## src/rtl/mult_eval_engine_pkg.sv

```systemverilog
// Shared types and constants for the multiplier evaluation engine.
// Latency: n/a (declarations only).
// Backpressure: n/a.
package mult_eval_engine_pkg;

  // Run-control states; the encoding is visible on waveforms, so keep it fixed
  typedef enum logic [1:0] {
    ST_IDLE   = 2'd0,
    ST_DRIVE  = 2'd1,
    ST_SAMPLE = 2'd2,
    ST_DONE   = 2'd3
  } state_t;

  // Seed used when the caller supplies zero (an all-zero LFSR would lock up)
  localparam logic [15:0] DEFAULT_SEED = 16'hACE1;

  // Feedback taps for x^16+x^14+x^13+x^11+1 in a left-shifting register
  localparam int LFSR_TAP_0 = 15;
  localparam int LFSR_TAP_1 = 13;
  localparam int LFSR_TAP_2 = 12;
  localparam int LFSR_TAP_3 = 10;

  function automatic logic [15:0] lfsr_next(input logic [15:0] cur);
    return {cur[14:0], cur[LFSR_TAP_0] ^ cur[LFSR_TAP_1] ^ cur[LFSR_TAP_2] ^ cur[LFSR_TAP_3]};
  endfunction

endpackage

```

## src/rtl/mult_eval_engine_if.sv

```systemverilog
// Bundle between the evaluation engine and its controller / multiplier under test.
// Latency: n/a (wires only).
// Backpressure: none; start is a level sampled by the engine when idle.
interface mult_eval_engine_if #(
  parameter int WIDTH = 2,
  parameter int ERR_W = 16
);
  logic               start;
  logic [15:0]        seed;
  logic [WIDTH-1:0]   dut_a;
  logic [WIDTH-1:0]   dut_b;
  logic [2*WIDTH-1:0] dut_p;
  logic               busy;
  logic               done;
  logic [15:0]        vec_count;
  logic [ERR_W-1:0]   err_count;
  logic [ERR_W-1:0]   abs_err_sum;
  logic [2*WIDTH-1:0] max_abs_err;

  // Controller side: issues start/seed and hosts the multiplier that returns dut_p
  modport master (
    output start, seed, dut_p,
    input  dut_a, dut_b, busy, done, vec_count, err_count, abs_err_sum, max_abs_err
  );

  // Engine side
  modport slave (
    input  start, seed, dut_p,
    output dut_a, dut_b, busy, done, vec_count, err_count, abs_err_sum, max_abs_err
  );
endinterface

```

## src/rtl/mult_eval_engine_lfsr16.sv

```systemverilog
// 16-bit Fibonacci LFSR (x^16+x^14+x^13+x^11+1) producing operand bits.
// Latency: q reflects a load or advance one cycle after the request.
// Backpressure: none; load has priority over adv, state holds otherwise.
module lfsr16
  import mult_eval_engine_pkg::*;
#(
  parameter logic [15:0] SEED = DEFAULT_SEED
) (
  input  logic        clk,
  input  logic        rst,
  input  logic        load,
  input  logic [15:0] load_val,
  input  logic        adv,
  output logic [15:0] q
);

  logic [15:0] r_state;

  // Return to the default seed on reset, otherwise load or step when asked
  always_ff @(posedge clk) begin
    if (rst) begin
      r_state <= SEED;
    end else if (load) begin
      r_state <= load_val;
    end else if (adv) begin
      r_state <= lfsr_next(r_state);
    end
  end

  assign q = r_state;

endmodule

```

## src/rtl/mult_eval_engine.sv

```systemverilog
// Drives LFSR operand pairs into a combinational multiplier and scores its products.
// Latency: 2 cycles per vector; done pulses 2*NUM_VECTORS edges after start is taken.
// Backpressure: none; start is ignored while busy or in DONE and is never queued.
module mult_eval_engine
  import mult_eval_engine_pkg::*;
#(
  parameter int          WIDTH       = 2,
  parameter int          NUM_VECTORS = 20,
  parameter logic [15:0] LFSR_SEED   = DEFAULT_SEED,
  parameter int          ERR_W       = 16
) (
  input logic                clk,
  input logic                rst,
  mult_eval_engine_if.slave  io_bus
);

  localparam int               P_W      = 2 * WIDTH;
  // Accumulate one bit wider than either operand so the saturation test sees the carry
  localparam int               SUM_W    = ((ERR_W > P_W) ? ERR_W : P_W) + 1;
  localparam logic [ERR_W-1:0] ERR_MAX  = '1;
  localparam logic [15:0]      LAST_VEC = 16'(NUM_VECTORS - 1);

  state_t             r_state;
  logic [WIDTH-1:0]   r_dut_a;
  logic [WIDTH-1:0]   r_dut_b;
  logic               r_busy;
  logic               r_done;
  logic [15:0]        r_vec_count;
  logic [ERR_W-1:0]   r_err_count;
  logic [ERR_W-1:0]   r_abs_err_sum;
  logic [P_W-1:0]     r_max_abs_err;

  logic               w_lfsr_load;
  logic               w_lfsr_adv;
  logic [15:0]        w_load_val;
  logic [15:0]        w_lfsr_q;
  logic               w_unused_lfsr;
  logic [P_W-1:0]     w_ref;
  logic [P_W-1:0]     w_err;
  logic [SUM_W-1:0]   w_sum;
  logic [ERR_W-1:0]   w_abs_err_sum_nxt;
  logic [ERR_W-1:0]   w_err_count_nxt;

  // The LFSR is reseeded exactly when a start is accepted and steps once per scored vector
  assign w_lfsr_load = (r_state == ST_IDLE) && io_bus.start;
  assign w_lfsr_adv  = (r_state == ST_SAMPLE);
  assign w_load_val  = (io_bus.seed == 16'd0) ? LFSR_SEED : io_bus.seed;

  lfsr16 #(
    .SEED     (LFSR_SEED)
  ) u_lfsr (
    .clk      (clk),
    .rst      (rst),
    .load     (w_lfsr_load),
    .load_val (w_load_val),
    .adv      (w_lfsr_adv),
    .q        (w_lfsr_q)
  );

  // Only the low 2*WIDTH LFSR bits feed operands; the rest are deliberately dropped
  assign w_unused_lfsr = ^(w_lfsr_q >> P_W);

  // Exact product, absolute difference and saturating next values of the accumulators
  always_comb begin
    w_ref             = P_W'(r_dut_a) * P_W'(r_dut_b);
    w_err             = (io_bus.dut_p >= w_ref) ? (io_bus.dut_p - w_ref) : (w_ref - io_bus.dut_p);
    w_sum             = SUM_W'(r_abs_err_sum) + SUM_W'(w_err);
    w_abs_err_sum_nxt = (w_sum > SUM_W'(ERR_MAX)) ? ERR_MAX : w_sum[ERR_W-1:0];
    w_err_count_nxt   = r_err_count;
    if ((w_err != '0) && (r_err_count != ERR_MAX)) begin
      w_err_count_nxt = r_err_count + ERR_W'(1);
    end
  end

  // Run sequencer: clear on start, drive a vector, score it, repeat, then pulse done
  always_ff @(posedge clk) begin
    if (rst) begin
      r_state       <= ST_IDLE;
      r_dut_a       <= '0;
      r_dut_b       <= '0;
      r_busy        <= 1'b0;
      r_done        <= 1'b0;
      r_vec_count   <= '0;
      r_err_count   <= '0;
      r_abs_err_sum <= '0;
      r_max_abs_err <= '0;
    end else begin
      case (r_state)
        ST_IDLE: begin
          if (io_bus.start) begin
            r_vec_count   <= '0;
            r_err_count   <= '0;
            r_abs_err_sum <= '0;
            r_max_abs_err <= '0;
            r_busy        <= 1'b1;
            r_state       <= ST_DRIVE;
          end
        end
        ST_DRIVE: begin
          r_dut_a <= w_lfsr_q[WIDTH-1:0];
          r_dut_b <= w_lfsr_q[P_W-1:WIDTH];
          r_state <= ST_SAMPLE;
        end
        ST_SAMPLE: begin
          r_err_count   <= w_err_count_nxt;
          r_abs_err_sum <= w_abs_err_sum_nxt;
          if (w_err > r_max_abs_err) begin
            r_max_abs_err <= w_err;
          end
          r_vec_count <= r_vec_count + 16'd1;
          if (r_vec_count == LAST_VEC) begin
            r_busy  <= 1'b0;
            r_done  <= 1'b1;
            r_state <= ST_DONE;
          end else begin
            r_state <= ST_DRIVE;
          end
        end
        ST_DONE: begin
          r_done  <= 1'b0;
          r_state <= ST_IDLE;
        end
        default: begin
          r_state <= ST_IDLE;
        end
      endcase
    end
  end

  assign io_bus.dut_a       = r_dut_a;
  assign io_bus.dut_b       = r_dut_b;
  assign io_bus.busy        = r_busy;
  assign io_bus.done        = r_done;
  assign io_bus.vec_count   = r_vec_count;
  assign io_bus.err_count   = r_err_count;
  assign io_bus.abs_err_sum = r_abs_err_sum;
  assign io_bus.max_abs_err = r_max_abs_err;

endmodule
```

## src/flat_wrapper.sv

```systemverilog
// flat-port wrapper written by rule: the top's interface ports become plain ports
module mult_eval_engine_flat import mult_eval_engine_pkg::*;
#(
  parameter int          WIDTH       = 2,
  parameter int          NUM_VECTORS = 20,
  parameter logic [15:0] LFSR_SEED   = DEFAULT_SEED,
  parameter int          ERR_W       = 16
)
  (clk, rst, io_bus_start, io_bus_seed, io_bus_dut_p, io_bus_dut_a, io_bus_dut_b, io_bus_busy, io_bus_done, io_bus_vec_count, io_bus_err_count, io_bus_abs_err_sum, io_bus_max_abs_err);
  mult_eval_engine_if #(.WIDTH(WIDTH), .ERR_W(ERR_W)) io_bus_i ();
  input logic clk;
  input logic rst;
  input wire logic [$bits(io_bus_i.start)-1:0] io_bus_start;
  input wire logic [$bits(io_bus_i.seed)-1:0] io_bus_seed;
  input wire logic [$bits(io_bus_i.dut_p)-1:0] io_bus_dut_p;
  output wire logic [$bits(io_bus_i.dut_a)-1:0] io_bus_dut_a;
  output wire logic [$bits(io_bus_i.dut_b)-1:0] io_bus_dut_b;
  output wire logic [$bits(io_bus_i.busy)-1:0] io_bus_busy;
  output wire logic [$bits(io_bus_i.done)-1:0] io_bus_done;
  output wire logic [$bits(io_bus_i.vec_count)-1:0] io_bus_vec_count;
  output wire logic [$bits(io_bus_i.err_count)-1:0] io_bus_err_count;
  output wire logic [$bits(io_bus_i.abs_err_sum)-1:0] io_bus_abs_err_sum;
  output wire logic [$bits(io_bus_i.max_abs_err)-1:0] io_bus_max_abs_err;
  assign io_bus_i.start = io_bus_start;
  assign io_bus_i.seed = io_bus_seed;
  assign io_bus_i.dut_p = io_bus_dut_p;
  assign io_bus_dut_a = io_bus_i.dut_a;
  assign io_bus_dut_b = io_bus_i.dut_b;
  assign io_bus_busy = io_bus_i.busy;
  assign io_bus_done = io_bus_i.done;
  assign io_bus_vec_count = io_bus_i.vec_count;
  assign io_bus_err_count = io_bus_i.err_count;
  assign io_bus_abs_err_sum = io_bus_i.abs_err_sum;
  assign io_bus_max_abs_err = io_bus_i.max_abs_err;
  mult_eval_engine #(.WIDTH(WIDTH), .NUM_VECTORS(NUM_VECTORS), .LFSR_SEED(LFSR_SEED), .ERR_W(ERR_W)) u_core (.clk(clk), .rst(rst), .io_bus(io_bus_i));
endmodule
```

## config.mk

```make
export PLATFORM = sky130hd
export DESIGN_NAME = mult_eval_engine_flat
export DESIGN_NICKNAME = d
export VERILOG_FILES = /design/src/rtl/mult_eval_engine_pkg.sv /design/src/rtl/mult_eval_engine_if.sv /design/src/rtl/mult_eval_engine_lfsr16.sv /design/src/rtl/mult_eval_engine.sv /design/src/flat_wrapper.sv
export SDC_FILE = /design/constraint.sdc
export NUM_CORES = 1
export LEC_CHECK = 0
export ABC_AREA = 1
export CAP_MARGIN = 25
export CORE_MARGIN = 2
export CORE_UTILIZATION = 55
export CTS_BUF_LIST = sky130_fd_sc_hd__clkbuf_2
export CTS_CLUSTER_SIZE = 25
export DETAILED_ROUTE_END_ITERATION = 16
export PLACE_DENSITY = 0.83
export SYNTH_ARGS = -nofsm -noshare
export SYNTH_HDL_FRONTEND = slang
export SYNTH_SLANG_ARGS = --single-unit
```

## constraint.sdc

```tcl
create_clock -name clk -period 3.5 [get_ports clk]
set_input_delay 0.7 -clock clk [delete_from_list [all_inputs] [get_ports clk]]
set_output_delay 0.7 -clock clk [all_outputs]
set_load 0.05 [all_outputs]
```

==> metrics.md <==
| Metric | Value |
|---|---|
| Port bufs | `80` |
| Final number of hold-violating endpoints | `0` |
| Initial DRC Count | `between 200 and 300` |
| Leak Pwr | `approximately 2.3 nW` |
| Area grow syn2layout | `23.5%` |
| Netlist cell types | `40` |
| Hold_buf cts | `0` |
| Outcome | `finished, final reports clean` |
| Hold Path Class | `flip-flop to flip-flop` |
| Rows | `33` |
| Post-CTS setup buffer count | `0` |
| Starting density of the core | `56.6%` |
| Setup TNS | `0 ns` |
| Deepest clock path buffer count | `2` |
| Initial antenna violation count | `0` |
| CTS sink cnt | `between 70 and 80` |
| Clk pin slew, worst setup/hold paths | `around 0.21 ns` |
| Routed vias | `4843` |
| Pin count of the biggest net entering global routing | `34` |
| Max-cap violations | `0` |
| Final global-route overflow total | `0` |
| Clock latency on the worst-skew pair | `between 0.5 and 0.6 ns` |
| Slew @ Worst Pin | `about 0.8 ns` |
| Hpwl dp | `between 8000 and 9000 microns` |
| Cells after Synth | `661` |
| Number of flops mapped to enable cells by yosys | `0` |
| GP Congestion | `1.03` |
| Final Max Slew Viols | `0` |
| Power Density | `between 200 and 300 mW/mm^2` |
| Via-to-Cell Ratio | `~5.6` |
| Fin crit period | `about 3.2 ns` |
| Crit path DAT | `about 3.7 ns` |
| Wire per inst | `approximately 14 microns` |
| Remaining antenna violation count | `0` |
| Max IR drop VDD | `between 0.2 and 0.25 mV` |
| CP required | `approximately 4 ns` |
| Gr usage total | `27.5%` |
| Routed WL | `roughly 12000 microns` |
| CTS tree | `done` |
| Avg Cell Area, Syn | `between 7 and 8 sq um` |
| Max frequency | `between 300 and 400 MHz` |
| Number of global-route vias before repair | `4547` |
| ANT cells | `0` |
| First-pass GRT wire length | `a little over 20000 microns` |
| Die outline area | `approximately 0.009 sq mm` |
| Core Region | `a little over 0.008 sq mm` |
| Root Driver | `clkbuf_2` |
| Die Wd | `96.0 microns` |
| CTS Buf Count | `9` |
| Die height | `between 90 and 100 microns` |
| Count of boundary I/O pins | `81` |
| Post-CTS resize count | `0` |
| H-tree depth | `3` |
| CP endpoint kind | `flip-flop` |
| Crit path max fanout | `4` |
| Util after Layout | `70.0%` |
| Seq/Total Area, Yosys | `approximately a third` |
| Final setup viols | `0` |
| Post-synthesis register bit count | `76` |
| Fin crit share | `around 93%` |
| Yosys warning count | `0` |
| Async SR Flop Fraction | `0%` |
| Post-synth net total | `a little over 700` |
| Layout Skew | `0.0316 ns` |
| Ys flop type | `dfxtp_1` |
| Max-slew headroom | `between 40% and 50%` |
| RSZ-0062 raised after global routing | `false` |
| Layout cells sized above 1 | `~13%` |
| Final #Nets | `798` |
| Netlist Area Pre-Place | `~0.0047 sq mm` |
| Drt pass-1 iters | `7` |
| Crit start category | `flip-flop` |
| DR DRC count | `0` |
| Crit Path Category | `flip-flop to flip-flop` |
[kinds of logic (layout without fill, tap and decap cells)]
group / count (synthesis) / after routing / share of synthesized area (%)
compound gates: 122 / 122 / 15.2
xor+xnor: 25 / 25 / 4.70
fa+ha+maj: 23 / 23 / 6.67
buf+inv: 93 / 188 / 8.49
flops: 76 / 76 / 32.7
simple gates: 322 / 322 / 32.3
[area by class of cell]
class	count	area, sq um
fill	685	2470
timing repair buffer	105	983
inverter	68	255
tap	105	131
sequential	76	1530
clock inverter	3	15.0
multi-input combinational	492	2780
clock buffer	12	60.1
[worst max-delay path, cell delays in order, from the launching register on]
cell and delay, ns:
dfxtp_2 0.39, nand2_1 0.07, inv_1 0.06, ha_1 0.18, ha_1 0.33, inv_1 0.05
ha_1 0.20, a21oi_2 0.22, nand2_2 0.10, nand2_1 0.10, nand2_1 0.11, fa_1 0.44
nand3_1 0.10, nand2_1 0.07, nand2_1 0.13, nor2_4 0.07, buf_4 0.14, xor2_1 0.13
o21ai_0 0.16, a21oi_1 0.08
[state kept, by name (all words and copies together) (netlist names)]
register	cells
u_core.io_bus.abs_err_sum	16
u_core.u_lfsr.q	16
u_core.io_bus.busy	1
u_core.io_bus.vec_count	16
u_core.io_bus.dut_b	2
u_core.io_bus.err_count	16
u_core.io_bus.done	1
u_core.r_state	2
u_core.io_bus.dut_a	2
u_core.io_bus.max_abs_err	4
[routing by layer]
layer	global-route usage [%]	up-vias	routed length [microns]
li1	-	2356	-
met1	35.0	2261	5230
met2	46.9	197	5920
met3	3.92	29	805
met4	10.4	0	255
met5	0	-	0
[metrics by stage]
stage          setup slack [ns]  power (mW)  hold WS, ns  instance area (sq um)  cells
6_report                  0.261        1.68        0.485                   5750    861
2_1_floorplan             0.107        1.17        0.441                   4650    661
5_1_grt                  0.0131        1.77        0.520                   5750    861
4_1_cts                   0.112        1.68        0.496                   5700    861
3_5_place_dp             -0.269        1.29        0.460                   5630    846
3_3_place_gp             -0.111        1.28        0.452                   5630    846
[worst paths after layout]
check	start	end	slack (ns)	cells after the start
min	u_core.io_bus.busy$_SDFFE_PP0P_	u_core.io_bus.busy$_SDFFE_PP0P_	0.48	2
min reg2reg	u_core.io_bus.busy$_SDFFE_PP0P_	u_core.io_bus.busy$_SDFFE_PP0P_	0.48	2
max	u_core.io_bus.dut_a[1]$_SDFFE_PP0N_	u_core.io_bus.abs_err_sum[6]$_SDFFE_PP0P_	0.26	19
max reg2reg	u_core.io_bus.dut_a[1]$_SDFFE_PP0N_	u_core.io_bus.abs_err_sum[6]$_SDFFE_PP0P_	0.26	19
[placed cells by master (no fill, tap or decap), types with 3 or more instances in the layout]
master,netlist,layout
nand2_1,149,148
clkdlybuf4s50_1,0,79
dfxtp_1,76,73
nor2_1,65,65
inv_1,60,60
a21oi_1,56,55
nand3_1,47,46
o21ai_0,35,35
buf_4,3,25
xor2_1,19,19
ha_1,20,19
nand2_2,14,15
a21oi_2,11,12
nand3_2,11,12
clkbuf_2,0,12
o211ai_1,11,11
nand4_1,9,9
inv_2,8,8
nor3_1,8,8
nor4_1,6,6
xnor2_1,6,6
fa_1,3,3
clkinv_2,0,3
dfxtp_2,0,3
[synth_stat cells, types with 6 or more instances]
library cell,instances,area share [%]
buf_2,9,0.97
ha_1,20,5.4
inv_2,8,0.65
a21oi_1,56,6.0
nand4_1,9,1.2
o21ai_0,35,3.8
nand3_2,11,2.4
xor2_1,19,3.6
nor2_1,65,5.2
nand2_1,149,12
xnor2_1,6,1.1
clkbuf_1,11,0.89
a21oi_2,11,2.1
nor3_1,8,0.86
dfxtp_1,76,33
inv_1,60,4.8
nand3_1,47,5.1
nor4_1,6,0.81
nand2_2,14,1.9
o211ai_1,11,1.8
[power breakdown]
part / leakage, nW / internal, mW / switching (mW) / total (mW)
Sequential: 0.619 / 0.897 / 0.0253 / 0.922
Combinational: 1.61 / 0.136 / 0.223 / 0.360
Clock: 0.0616 / 0.0956 / 0.300 / 0.395
Total: 2.29 / 1.13 / 0.548 / 1.68
(Power assumes the default switching activity.)
